$ cat src/rtl/simple_proc_ctrl_if.sv
// Bus bundle between simple_proc_ctrl and its neighbours.
// Members:
//   imem_*  : instruction fetch handshake (req/ack, addr, 24-bit rdata)
//   rf_*    : register-file read addresses/data and write strobe/address/data
//   alu_*   : ALU opcode, operands, immediate, condition gate, result and NZCV flags
//   mem_*   : data-memory handshake (req/ack, we, addr, wdata, rdata)
// Modports:
//   master : the sequencer (drives requests, addresses, ALU controls)
//   slave  : the environment (memories, register file, ALU)
interface simple_proc_ctrl_if #(
  parameter int PC_W = 8
);
  logic            imem_req;
  logic [PC_W-1:0] imem_addr;
  logic            imem_ack;
  logic [23:0]     imem_rdata;

  logic [2:0]      rf_raddr1;
  logic [2:0]      rf_raddr2;
  logic [15:0]     rf_rdata1;
  logic [15:0]     rf_rdata2;
  logic            rf_we;
  logic [2:0]      rf_waddr;
  logic [15:0]     rf_wdata;

  logic [3:0]      alu_opcode;
  logic [15:0]     alu_op1;
  logic [15:0]     alu_op2;
  logic [6:0]      alu_imm;
  logic            alu_cond_ok;
  logic [15:0]     alu_result;
  logic            alu_n;
  logic            alu_z;
  logic            alu_c;
  logic            alu_v;

  logic            mem_req;
  logic            mem_we;
  logic [15:0]     mem_addr;
  logic [15:0]     mem_wdata;
  logic [15:0]     mem_rdata;
  logic            mem_ack;

  modport master (
    output imem_req, imem_addr,
    input  imem_ack, imem_rdata,
    output rf_raddr1, rf_raddr2, rf_we, rf_waddr, rf_wdata,
    input  rf_rdata1, rf_rdata2,
    output alu_opcode, alu_op1, alu_op2, alu_imm, alu_cond_ok,
    input  alu_result, alu_n, alu_z, alu_c, alu_v,
    output mem_req, mem_we, mem_addr, mem_wdata,
    input  mem_rdata, mem_ack
  );

  modport slave (
    input  imem_req, imem_addr,
    output imem_ack, imem_rdata,
    input  rf_raddr1, rf_raddr2, rf_we, rf_waddr, rf_wdata,
    output rf_rdata1, rf_rdata2,
    input  alu_opcode, alu_op1, alu_op2, alu_imm, alu_cond_ok,
    output alu_result, alu_n, alu_z, alu_c, alu_v,
    input  mem_req, mem_we, mem_addr, mem_wdata,
    output mem_rdata, mem_ack
  );
endinterface

$ cat src/rtl/simple_proc_ctrl.sv
// Multi-cycle sequencer for simple_proc_alu.
// Fetches a 24-bit instruction, reads two registers, evaluates the condition
// code against the ALU's registered NZCV flags, drives the ALU for one cycle
// and writes the result back. LDR (op D) and STR (op E) use the data-memory
// req/ack port instead of the ALU result.
// Instruction: [23:20] cond [19:16] op [15:13] rd [12:10] rs1 [9:7] rs2 [6:0] imm
// Ports:
//   clk     : clock
//   rst_n   : asynchronous active-low reset
//   i_run   : 1 = keep sequencing; sampled in IDLE and when an instruction retires
//   o_busy  : 1 in every state except IDLE
//   bus     : simple_proc_ctrl_if.master (imem, register file, ALU, dmem)
module simple_proc_ctrl #(
  parameter int PC_W = 8
) (
  input  logic                clk,
  input  logic                rst_n,
  input  logic                i_run,
  output logic                o_busy,
  simple_proc_ctrl_if.master  bus
);

  localparam logic [3:0] OP_CMP = 4'hB;
  localparam logic [3:0] OP_LDR = 4'hD;
  localparam logic [3:0] OP_STR = 4'hE;
  localparam logic [3:0] OP_NOP = 4'hF;

  typedef enum logic [2:0] {
    S_IDLE,
    S_FETCH,
    S_DECODE,
    S_EXEC,
    S_WB,
    S_MEM
  } state_t;

  state_t          r_state;
  state_t          w_next;
  logic [PC_W-1:0] r_pc;
  logic [23:0]     r_instr;
  logic [15:0]     r_op1;
  logic [15:0]     r_op2;
  logic            r_cond_ok;

  logic [3:0]      w_cond;
  logic [3:0]      w_op;
  logic [6:0]      w_imm;
  logic            w_cond_ok;
  logic            w_is_mem;
  logic            w_writes;
  logic            w_retire;

  function automatic logic cond_check(input logic [3:0] cc, input logic nf,
                                      input logic zf, input logic cf, input logic vf);
    logic res;
    unique case (cc)
      4'h0: res = zf;
      4'h1: res = !zf;
      4'h2: res = cf;
      4'h3: res = !cf;
      4'h4: res = nf;
      4'h5: res = !nf;
      4'h6: res = vf;
      4'h7: res = !vf;
      4'h8: res = cf && !zf;
      4'h9: res = !cf || zf;
      4'hA: res = (nf == vf);
      4'hB: res = (nf != vf);
      4'hC: res = !zf && (nf == vf);
      4'hD: res = zf || (nf != vf);
      4'hE: res = 1'b1;
      default: res = 1'b0;
    endcase
    return res;
  endfunction

  assign w_cond    = r_instr[23:20];
  assign w_op      = r_instr[19:16];
  assign w_imm     = r_instr[6:0];
  assign w_cond_ok = cond_check(w_cond, bus.alu_n, bus.alu_z, bus.alu_c, bus.alu_v);
  assign w_is_mem  = (w_op == OP_LDR) || (w_op == OP_STR);
  // Ops 0..A and C produce a register result; CMP only sets flags.
  assign w_writes  = (w_op != OP_CMP) && (w_op != OP_LDR) && (w_op != OP_STR) && (w_op != OP_NOP);
  // An instruction retires when WB is left or the memory access completes.
  assign w_retire  = (r_state == S_WB) || ((r_state == S_MEM) && bus.mem_ack);

  assign bus.imem_addr = r_pc;
  assign bus.rf_raddr1 = r_instr[12:10];
  assign bus.rf_raddr2 = r_instr[9:7];
  assign bus.rf_waddr  = r_instr[15:13];
  assign bus.alu_op1   = r_op1;
  assign bus.alu_op2   = r_op2;
  assign bus.alu_imm   = w_imm;
  assign bus.mem_addr  = r_op1 + {9'd0, w_imm};
  assign bus.mem_wdata = r_op2;

  // State register: async reset drops every request output immediately.
  always_ff @(posedge clk or negedge rst_n) begin
    if (!rst_n) r_state <= S_IDLE;
    else        r_state <= w_next;
  end

  always_ff @(posedge clk or negedge rst_n) begin
    if (!rst_n) begin
      r_pc      <= '0;
      r_instr   <= '0;
      r_op1     <= '0;
      r_op2     <= '0;
      r_cond_ok <= 1'b0;
    end else begin
      if (w_retire)
        r_pc <= r_pc + {{(PC_W-1){1'b0}}, 1'b1};
      if ((r_state == S_FETCH) && bus.imem_ack)
        r_instr <= bus.imem_rdata;
      if (r_state == S_DECODE) begin
        r_op1 <= bus.rf_rdata1;
        r_op2 <= bus.rf_rdata2;
      end
      // Flags change at the end of EXEC, so the decision is kept for WB.
      if (r_state == S_EXEC)
        r_cond_ok <= w_cond_ok;
    end
  end

  always_comb begin
    w_next          = r_state;
    o_busy          = 1'b1;
    bus.imem_req    = 1'b0;
    bus.mem_req     = 1'b0;
    bus.mem_we      = 1'b0;
    bus.rf_we       = 1'b0;
    bus.rf_wdata    = '0;
    bus.alu_opcode  = OP_NOP;
    bus.alu_cond_ok = 1'b0;
    unique case (r_state)
      S_IDLE: begin
        o_busy = 1'b0;
        if (i_run) w_next = S_FETCH;
      end
      S_FETCH: begin
        bus.imem_req = 1'b1;
        if (bus.imem_ack) w_next = S_DECODE;
      end
      S_DECODE: begin
        w_next = S_EXEC;
      end
      S_EXEC: begin
        bus.alu_opcode  = w_op;
        bus.alu_cond_ok = w_cond_ok;
        // Memory ops with a failed condition take the WB path and write nothing.
        w_next = (w_cond_ok && w_is_mem) ? S_MEM : S_WB;
      end
      S_WB: begin
        bus.rf_we    = r_cond_ok && w_writes;
        bus.rf_wdata = bus.alu_result;
        w_next       = i_run ? S_FETCH : S_IDLE;
      end
      S_MEM: begin
        bus.mem_req  = 1'b1;
        bus.mem_we   = (w_op == OP_STR);
        bus.rf_wdata = bus.mem_rdata;
        if (bus.mem_ack) begin
          bus.rf_we = (w_op == OP_LDR);
          w_next    = i_run ? S_FETCH : S_IDLE;
        end
      end
      default: begin
        w_next = S_IDLE;
      end
    endcase
  end

endmodule
$ cat src/flat_wrapper.sv
// flat-port wrapper written by rule: the top's interface ports become plain ports
module simple_proc_ctrl_flat 
#(
  parameter int PC_W = 8
)
  (clk, rst_n, i_run, o_busy, bus_imem_req, bus_imem_addr, bus_imem_ack, bus_imem_rdata, bus_rf_raddr1, bus_rf_raddr2, bus_rf_we, bus_rf_waddr, bus_rf_wdata, bus_rf_rdata1, bus_rf_rdata2, bus_alu_opcode, bus_alu_op1, bus_alu_op2, bus_alu_imm, bus_alu_cond_ok, bus_alu_result, bus_alu_n, bus_alu_z, bus_alu_c, bus_alu_v, bus_mem_req, bus_mem_we, bus_mem_addr, bus_mem_wdata, bus_mem_rdata, bus_mem_ack);
  simple_proc_ctrl_if #(.PC_W(PC_W)) bus_i ();
  input  logic clk;
  input  logic rst_n;
  input  logic i_run;
  output logic o_busy;
  output wire logic [$bits(bus_i.imem_req)-1:0] bus_imem_req;
  output wire logic [$bits(bus_i.imem_addr)-1:0] bus_imem_addr;
  input wire logic [$bits(bus_i.imem_ack)-1:0] bus_imem_ack;
  input wire logic [$bits(bus_i.imem_rdata)-1:0] bus_imem_rdata;
  output wire logic [$bits(bus_i.rf_raddr1)-1:0] bus_rf_raddr1;
  output wire logic [$bits(bus_i.rf_raddr2)-1:0] bus_rf_raddr2;
  output wire logic [$bits(bus_i.rf_we)-1:0] bus_rf_we;
  output wire logic [$bits(bus_i.rf_waddr)-1:0] bus_rf_waddr;
  output wire logic [$bits(bus_i.rf_wdata)-1:0] bus_rf_wdata;
  input wire logic [$bits(bus_i.rf_rdata1)-1:0] bus_rf_rdata1;
  input wire logic [$bits(bus_i.rf_rdata2)-1:0] bus_rf_rdata2;
  output wire logic [$bits(bus_i.alu_opcode)-1:0] bus_alu_opcode;
  output wire logic [$bits(bus_i.alu_op1)-1:0] bus_alu_op1;
  output wire logic [$bits(bus_i.alu_op2)-1:0] bus_alu_op2;
  output wire logic [$bits(bus_i.alu_imm)-1:0] bus_alu_imm;
  output wire logic [$bits(bus_i.alu_cond_ok)-1:0] bus_alu_cond_ok;
  input wire logic [$bits(bus_i.alu_result)-1:0] bus_alu_result;
  input wire logic [$bits(bus_i.alu_n)-1:0] bus_alu_n;
  input wire logic [$bits(bus_i.alu_z)-1:0] bus_alu_z;
  input wire logic [$bits(bus_i.alu_c)-1:0] bus_alu_c;
  input wire logic [$bits(bus_i.alu_v)-1:0] bus_alu_v;
  output wire logic [$bits(bus_i.mem_req)-1:0] bus_mem_req;
  output wire logic [$bits(bus_i.mem_we)-1:0] bus_mem_we;
  output wire logic [$bits(bus_i.mem_addr)-1:0] bus_mem_addr;
  output wire logic [$bits(bus_i.mem_wdata)-1:0] bus_mem_wdata;
  input wire logic [$bits(bus_i.mem_rdata)-1:0] bus_mem_rdata;
  input wire logic [$bits(bus_i.mem_ack)-1:0] bus_mem_ack;
  assign bus_imem_req = bus_i.imem_req;
  assign bus_imem_addr = bus_i.imem_addr;
  assign bus_i.imem_ack = bus_imem_ack;
  assign bus_i.imem_rdata = bus_imem_rdata;
  assign bus_rf_raddr1 = bus_i.rf_raddr1;
  assign bus_rf_raddr2 = bus_i.rf_raddr2;
  assign bus_rf_we = bus_i.rf_we;
  assign bus_rf_waddr = bus_i.rf_waddr;
  assign bus_rf_wdata = bus_i.rf_wdata;
  assign bus_i.rf_rdata1 = bus_rf_rdata1;
  assign bus_i.rf_rdata2 = bus_rf_rdata2;
  assign bus_alu_opcode = bus_i.alu_opcode;
  assign bus_alu_op1 = bus_i.alu_op1;
  assign bus_alu_op2 = bus_i.alu_op2;
  assign bus_alu_imm = bus_i.alu_imm;
  assign bus_alu_cond_ok = bus_i.alu_cond_ok;
  assign bus_i.alu_result = bus_alu_result;
  assign bus_i.alu_n = bus_alu_n;
  assign bus_i.alu_z = bus_alu_z;
  assign bus_i.alu_c = bus_alu_c;
  assign bus_i.alu_v = bus_alu_v;
  assign bus_mem_req = bus_i.mem_req;
  assign bus_mem_we = bus_i.mem_we;
  assign bus_mem_addr = bus_i.mem_addr;
  assign bus_mem_wdata = bus_i.mem_wdata;
  assign bus_i.mem_rdata = bus_mem_rdata;
  assign bus_i.mem_ack = bus_mem_ack;
  simple_proc_ctrl #(.PC_W(PC_W)) u_core (.clk(clk), .rst_n(rst_n), .i_run(i_run), .o_busy(o_busy), .bus(bus_i));
endmodule
$ cat config.mk
export PLATFORM = sky130hd
export DESIGN_NAME = simple_proc_ctrl_flat
export DESIGN_NICKNAME = d
export VERILOG_FILES = /design/src/rtl/simple_proc_ctrl_if.sv /design/src/rtl/simple_proc_ctrl.sv /design/src/flat_wrapper.sv
export SDC_FILE = /design/constraint.sdc
export NUM_CORES = 1
export LEC_CHECK = 0
export ABC_CLOCK_PERIOD_IN_PS = 2300
export CAP_MARGIN = 25
export CORE_ASPECT_RATIO = 1.25
export CORE_MARGIN = 5
export CORE_UTILIZATION = 40
export CTS_BUF_LIST = sky130_fd_sc_hd__clkbuf_4
export CTS_CLUSTER_SIZE = 12
export DETAILED_ROUTE_END_ITERATION = 7
export GPL_TIMING_DRIVEN = 0
export MAX_ROUTING_LAYER = met4
export PLACE_DENSITY = 0.83
export SLEW_MARGIN = 20
export SYNTH_ARGS = -nofsm -noshare
export SYNTH_HDL_FRONTEND = slang
export SYNTH_SLANG_ARGS = --single-unit
export TNS_END_PERCENT = 1
$ cat constraint.sdc
create_clock -name clk -period 2.3 [get_ports clk]
set_input_delay 0.345 -clock clk [delete_from_list [all_inputs] [get_ports clk]]
set_output_delay 0.345 -clock clk [all_outputs]
set_load 0.05 [all_outputs]
After elaboration in Yosys (flattened, before gate mapping)
Index checks and enable logic that the tools add are counted.
{"block": "word_totals", "register_bits": 68, "latch_bits": 0, "ramBits": 0, "romBits": 0, "in_bits": 97, "output_inout_bits": 114, "elab_cells": 74, "memories": 0}
{"block": "op_classes", "add_sub_neg": 2, "multipliers": 0, "n_div": 0, "order_cmp": 0, "n_eq_ne": 30, "shift": 0, "n_mux": 16, "bitwise_logic": 0, "n_reduce_logical": 20}
{"cell": "4-bit equality test, second input constant", "count": 9}
{"cell": "16-bit one-hot mux with 2 select lines", "count": 1}
{"cell": "3-bit one-hot mux with 6 select lines", "count": 1}
{"cell": "16-bit by 7-bit adder with 16-bit output", "count": 1}
{"cell": "4-bit by 3-bit equality test with 1-bit output, second input constant", "count": 4}
{"cell": "4-bit inequality test, second input constant", "count": 4}
{"cell": "1-bit one-hot mux with 15 select lines", "count": 1}
{"cell": "1-bit logical AND", "count": 9}
{"cell": "3-bit two-way mux", "count": 3}
{"cell": "8-bit by 1-bit adder with 8-bit output, second input constant", "count": 1}
{"cell": "4-bit by 2-bit equality test with 1-bit output, second input constant", "count": 2}
{"cell": "1-bit two-way mux", "count": 8}
{"cell": "3-bit by 2-bit equality test with 1-bit output, second input constant", "count": 2}
{"cell": "3-bit equality test, second input constant", "count": 2}
{"cell": "2-bit inequality test, second input constant", "count": 3}
{"cell": "4-bit by 1-bit equality test with 1-bit output, second input constant", "count": 1}
{"cell": "1-bit zero test", "count": 4}
{"cell": "4-bit zero test", "count": 1}
{"cell": "1-bit logical OR", "count": 4}
{"cell": "4-bit two-way mux", "count": 1}
{"cell": "3-bit by 1-bit equality test with 1-bit output, second input constant", "count": 1}
{"cell": "3-bit zero test", "count": 1}
{"cell": "3-bit AND reduction", "count": 1}
{"cell": "1-bit one-hot mux with 2 select lines", "count": 1}
{"cell": "other kinds (2)", "count": 2}

Longest topological paths before layout
{"block": "logic_depth", "ltp_word": 6, "depth_mapped": 8, "mapped_depth_nobuf": 8}

Worst setup path before layout
No wires, ideal clock.
{"block": "synth_path", "kind": "register to output", "startpoint": "reg u_core.r_op1[0] (netlist: u_core.bus.alu_op1[0])", "endpoint": "out bus_mem_addr[8]", "t_arrival_ns": 2.731, "path_slack_ns": -0.776, "stages_incl_launch_ff": 9, "path_buffers": 0, "cell_sequence": "dfrtp_1 > ha_1 > inv_1 > fa_1 > nor2b_1 > o21ai_1 > a21oi_1 > o21ai_0 > xnor2_1"}
{"block": "synth_via", "elab_chain_len": 1}
{"element": "from (decl)", "line": "simple_proc_ctrl.sv:41", "rtl": "logic [15:0] r_op1;"}
{"element": "from (signal assigned)", "line": "simple_proc_ctrl.sv:116", "rtl": "r_op1 <= bus.rf_rdata1;"}
{"element": "16-bit by 7-bit adder with 16-bit output", "line": "simple_proc_ctrl.sv:94", "rtl": "assign bus.mem_addr = r_op1 + {9'd0, w_imm};"}
{"element": "to (decl)", "line": "flat_wrapper.sv:35", "rtl": "output wire logic [$bits(bus_i.mem_addr)-1:0] bus_mem_addr;"}
Every way passes these cells.

Worst setup path after layout
{"block": "layout_path", "startpoint": "reg u_core.r_instr[0]", "endpoint": "out bus_mem_addr[10]"}
{"block": "layout_via", "elab_chain_len": 1}
{"element": "from (decl)", "line": "simple_proc_ctrl.sv:40", "rtl": "logic [23:0] r_instr;"}
{"element": "from (signal assigned)", "line": "simple_proc_ctrl.sv:114", "rtl": "r_instr <= bus.imem_rdata;"}
{"element": "16-bit by 7-bit adder with 16-bit output", "line": "simple_proc_ctrl.sv:94"}
Every way passes these cells.

==> results.sh <==
export IMPL_path_class="register to output port"
export IMPL_yosys_warnings=0
export IMPL_post_synth_xor_area_fraction=0.0531
export IMPL_worstSkewPairLatency_ns=0.42
export IMPL_cts_tree="built"
export IMPL_critical_path_max_stage_delay_ns=0.41
export IMPL_io_buffers=209
export IMPL_critPathRequiredTime_ns=1.96
export IMPL_synth_top_cell_area_share=0.449
export IMPL_number_of_cts_inserted_buffers=9
export IMPL_timing_critical_path_max_delay_family="adder cells"
export IMPL_seq_cell_area_um2=1710
export IMPL_yosys_register_bits=68
export IMPL_floorplan_die_height_um=119
export IMPL_rsz0062_at_grt="yes"
export IMPL_place_gp_congestion=0.846
export IMPL_num_io_pins=211
export IMPL_grtUsageMet1=0.200
export IMPL_netlist_cell_type_count=50
export IMPL_min_delay_worst_type="input pin to asynchronous set/reset pin"
export IMPL_dpl_hpwl_um=9150
export IMPL_grt_pass1_wl_um=18600
export IMPL_utilization=0.713
export IMPL_tritoncts_num_sinks=68
export IMPL_grt_max_degree=37
export IMPL_critical_path_max_fanout=4
export IMPL_avgSynthCellArea_um2=11.4
export IMPL_synth_simple_gate_area_share=0.0996
export IMPL_final_net_count=667
export IMPL_drv_cap=0
export IMPL_cp_slowest_cell="sky130_fd_sc_hd__dfrtp_1"
export IMPL_yosys_mux_area_fraction=0.172
export IMPL_cp_common_cell="sky130_fd_sc_hd__buf_6"
export IMPL_numPlacedInstances=667
export IMPL_clock_root_buffer_master="sky130_fd_sc_hd__clkbuf_4"
export IMPL_vias_per_cell=4.94
export IMPL_multi_input_comb_area_um2=2060
export IMPL_dominant_combinational_cell_family_by_area_after_synthesis="multiplexers"
export IMPL_synth_edf_count=0
export IMPL_timing_critical_path_cells="ha_4 -> inv_2 -> fa_2 -> nor2b_2 -> o21ai_2 -> a21oi_2 -> buf_6 -> o21ai_4 -> xnor2_4 -> buf_6"
export IMPL_holdWs_ns=0.413
export IMPL_post_synth_top_count_cell="sky130_fd_sc_hd__dfrtp_1"
export IMPL_post_synth_fa_ha_maj_area_fraction=0.0343
export IMPL_critical_path_n_buffers_inverters=3
export IMPL_gr_max_usage_layer="met2"
export IMPL_failed_checks="setup timing"
export IMPL_num_rows=39
export IMPL_critical_path_endpoint_type="output port"
export IMPL_clock_slew_at_the_register_clock_pins_of_the_worst_setup_and_hold_paths_ns=0.11
export IMPL_design_core_area_um2=9220
export IMPL_syn_num_nets=440
export IMPL_cts_htree_levels=3
export IMPL_finalClockSkew_ns=0.00955
export IMPL_fmax_mhz=379
export IMPL_initial_drc_count=70
export IMPL_post_synthesis_cell_type_with_the_largest_combined_area="sky130_fd_sc_hd__dfrtp_1"
export IMPL_grt_remaining_overflow=0
export IMPL_grt_total_usage=0.207
export IMPL_synth_common_cells="68 x sky130_fd_sc_hd__dfrtp_1, 51 x sky130_fd_sc_hd__mux2_1, 32 x sky130_fd_sc_hd__buf_4, 18 x sky130_fd_sc_hd__xnor2_1, 17 x sky130_fd_sc_hd__a22o_1"
export IMPL_route_final_wire_length_um=11700
export IMPL_setup_viol=19
export IMPL_finalCritPeriodShare=1.15
export IMPL_syn_inst=334
export IMPL_outcome="complete, but fails checks"
export IMPL_cp_data_arrival_time_ns=2.29
export IMPL_via_count_of_the_first_global_routing_pass=3808
export IMPL_drcViolationCount=0
export IMPL_global_route_usage_met3=0.0374
export IMPL_floorplan_die_area_um2=11500
export IMPL_cts_max_path_buffers=2
export IMPL_ant_nets=0
export IMPL_fin_cells=688
export IMPL_initial_utilization=0.411
export IMPL_area_fraction_in_compound_gates_after_synthesis=0.101
export IMPL_vias=3397
export IMPL_initial_antenna_violation_count=0
export IMPL_drt_pass1_iterations=4
export IMPL_asyncSetResetFlopFracSynth=1.00
export IMPL_post_drt_wl_per_cell_um=17.0
export IMPL_antenna_cells_inserted=0
export IMPL_gr_usage_met2=0.399
export IMPL_ys_dominant_reg_cell="sky130_fd_sc_hd__dfrtp_1"
export IMPL_transition_time_at_the_pin_with_the_least_slew_margin_ns=0.545
export IMPL_setup_ws_ns=-0.336
export IMPL_filler_cell_count=651
export IMPL_synth_seq_area_share=0.449
export IMPL_r2r_setup_slack_ns=0.36
export IMPL_synth_area_top_cells="sky130_fd_sc_hd__dfrtp_1 45%, sky130_fd_sc_hd__mux2_1 15%, sky130_fd_sc_hd__buf_4 6.3%, sky130_fd_sc_hd__xnor2_1 4.2%, sky130_fd_sc_hd__a22o_1 3.9%"
export IMPL_share_of_post_route_cells_with_drive_strength_above_1=0.285
export IMPL_flow_area_growth_from_synthesis_pct=73.4
export IMPL_period_minus_slack_ns=2.64
export IMPL_chipWidth_um=97.1
export IMPL_hold_viol=0
export IMPL_rel_slew_slack=0.635
export IMPL_synth_area_um2=3790
export IMPL_critical_path_startpoint_type="register"
export IMPL_timing_final_max_slew_violations=0
## cells by family (layout without fill, tap and decap cells)
kind of cell / Yosys count / after routing
DFF: 68 / 68
and+or+nand+nor: 66 / 66
muxes: 57 / 57
buffers and inverters: 56 / 287
AOI/OAI and AO/OA: 54 / 54
xor gates and xnor gates: 23 / 23
adders and majority gates: 10 / 10
## worst paths after layout
kind                       cells past startpoint                       to                    start
max in group asynchronous                      3        u_core.r_instr[1]                    rst_n
setup reg to reg                               4        u_core.r_instr[6]        u_core.r_state[1]
setup / recovery                              10         bus_mem_addr[10]        u_core.r_instr[0]
min in group clk                               3        u_core.r_instr[1]        bus_imem_rdata[1]
hold reg to reg                                1  u_core.bus.imem_addr[7]  u_core.bus.imem_addr[7]
hold / removal                                 2    u_core.bus.alu_op2[0]                    rst_n
## placed cells by master, fill, tap and decap left out, drive strengths merged, types with 2 or more instances in the layout
cell type      instances
clkdlybuf4s15          9
a22o                  17
clkdlybuf4s50        166
a21o                   3
dlygate4sd2            5
o21ai                 14
nor2                   8
and3                   5
clkinv                 2
a211oi                 2
inv                    7
buf                   78
nand2                 12
nand3b                 4
o21a                   3
xnor2                 18
nand3                  9
nor2b                  4
dfrtp                 68
xor2                   5
nor3b                  5
and2                   2
ha                     8
o211ai                 3
nand2b                 5
clkbuf                17
a21oi                  6
or2                    4
mux2                  55
## per-stage QoR
step | setup slack, ns | cell area [um^2] | TNS (ns)
after detailed placement | -0.803 | 6200 | -16.80
after global routing | -0.454 | 6580 | -6.00
after CTS | -0.404 | 6530 | -4.68
after floorplan | -0.215 | 3930 | -2.95
final | -0.336 | 6580 | -3.93
after global placement | -1.67 | 6180 | -110.93
## what timing repair did
| action | in CTS | in global routing |
|---|---|---|
| setup buffers | 5 | 1 |
| hold endpoints to repair | 32 | 0 |
| hold buffers | 1 | 0 |
| resized for setup | 251 | 15 |
| setup endpoints to repair | 42 | 35 |
| pin swaps | 15 | 6 |
## cell type report
type,count,share of cell area
Tap cell,123,0.0234
Buffer,48,0.0536
Sequential cell,68,0.260
Timing Repair Buffer,217,0.329
Clock inverter,3,0.00247
Multi-Input combinational cell,210,0.313
Inverter,7,0.00399
Clock buffer,12,0.0137
## sequential cells by signal, indices dropped and copies added, names as in the netlist
signal / flops
u_core.r_state: 3
u_core.r_cond_ok: 1
u_core.bus.alu_op1: 16
u_core.r_instr: 24
u_core.bus.alu_op2: 16
u_core.bus.imem_addr: 8
## worst register-to-register path, stage by stage, from the launching register on
cell	delay (ns)
sky130_fd_sc_hd__dfrtp_2	0.46
sky130_fd_sc_hd__nor4bb_1	0.30
sky130_fd_sc_hd__clkbuf_1	0.37
sky130_fd_sc_hd__buf_2	0.35
sky130_fd_sc_hd__mux2_1	0.36
## routing by layer
metal  up-vias  wire, um
met1      1630      4130
met3        17       697
met2       153      6580
met5         -         0
li1       1597         -
met4         0       257
Power is not shown: default switching activity piles up to over one toggle a cycle in this logic, so the estimate is an artifact.
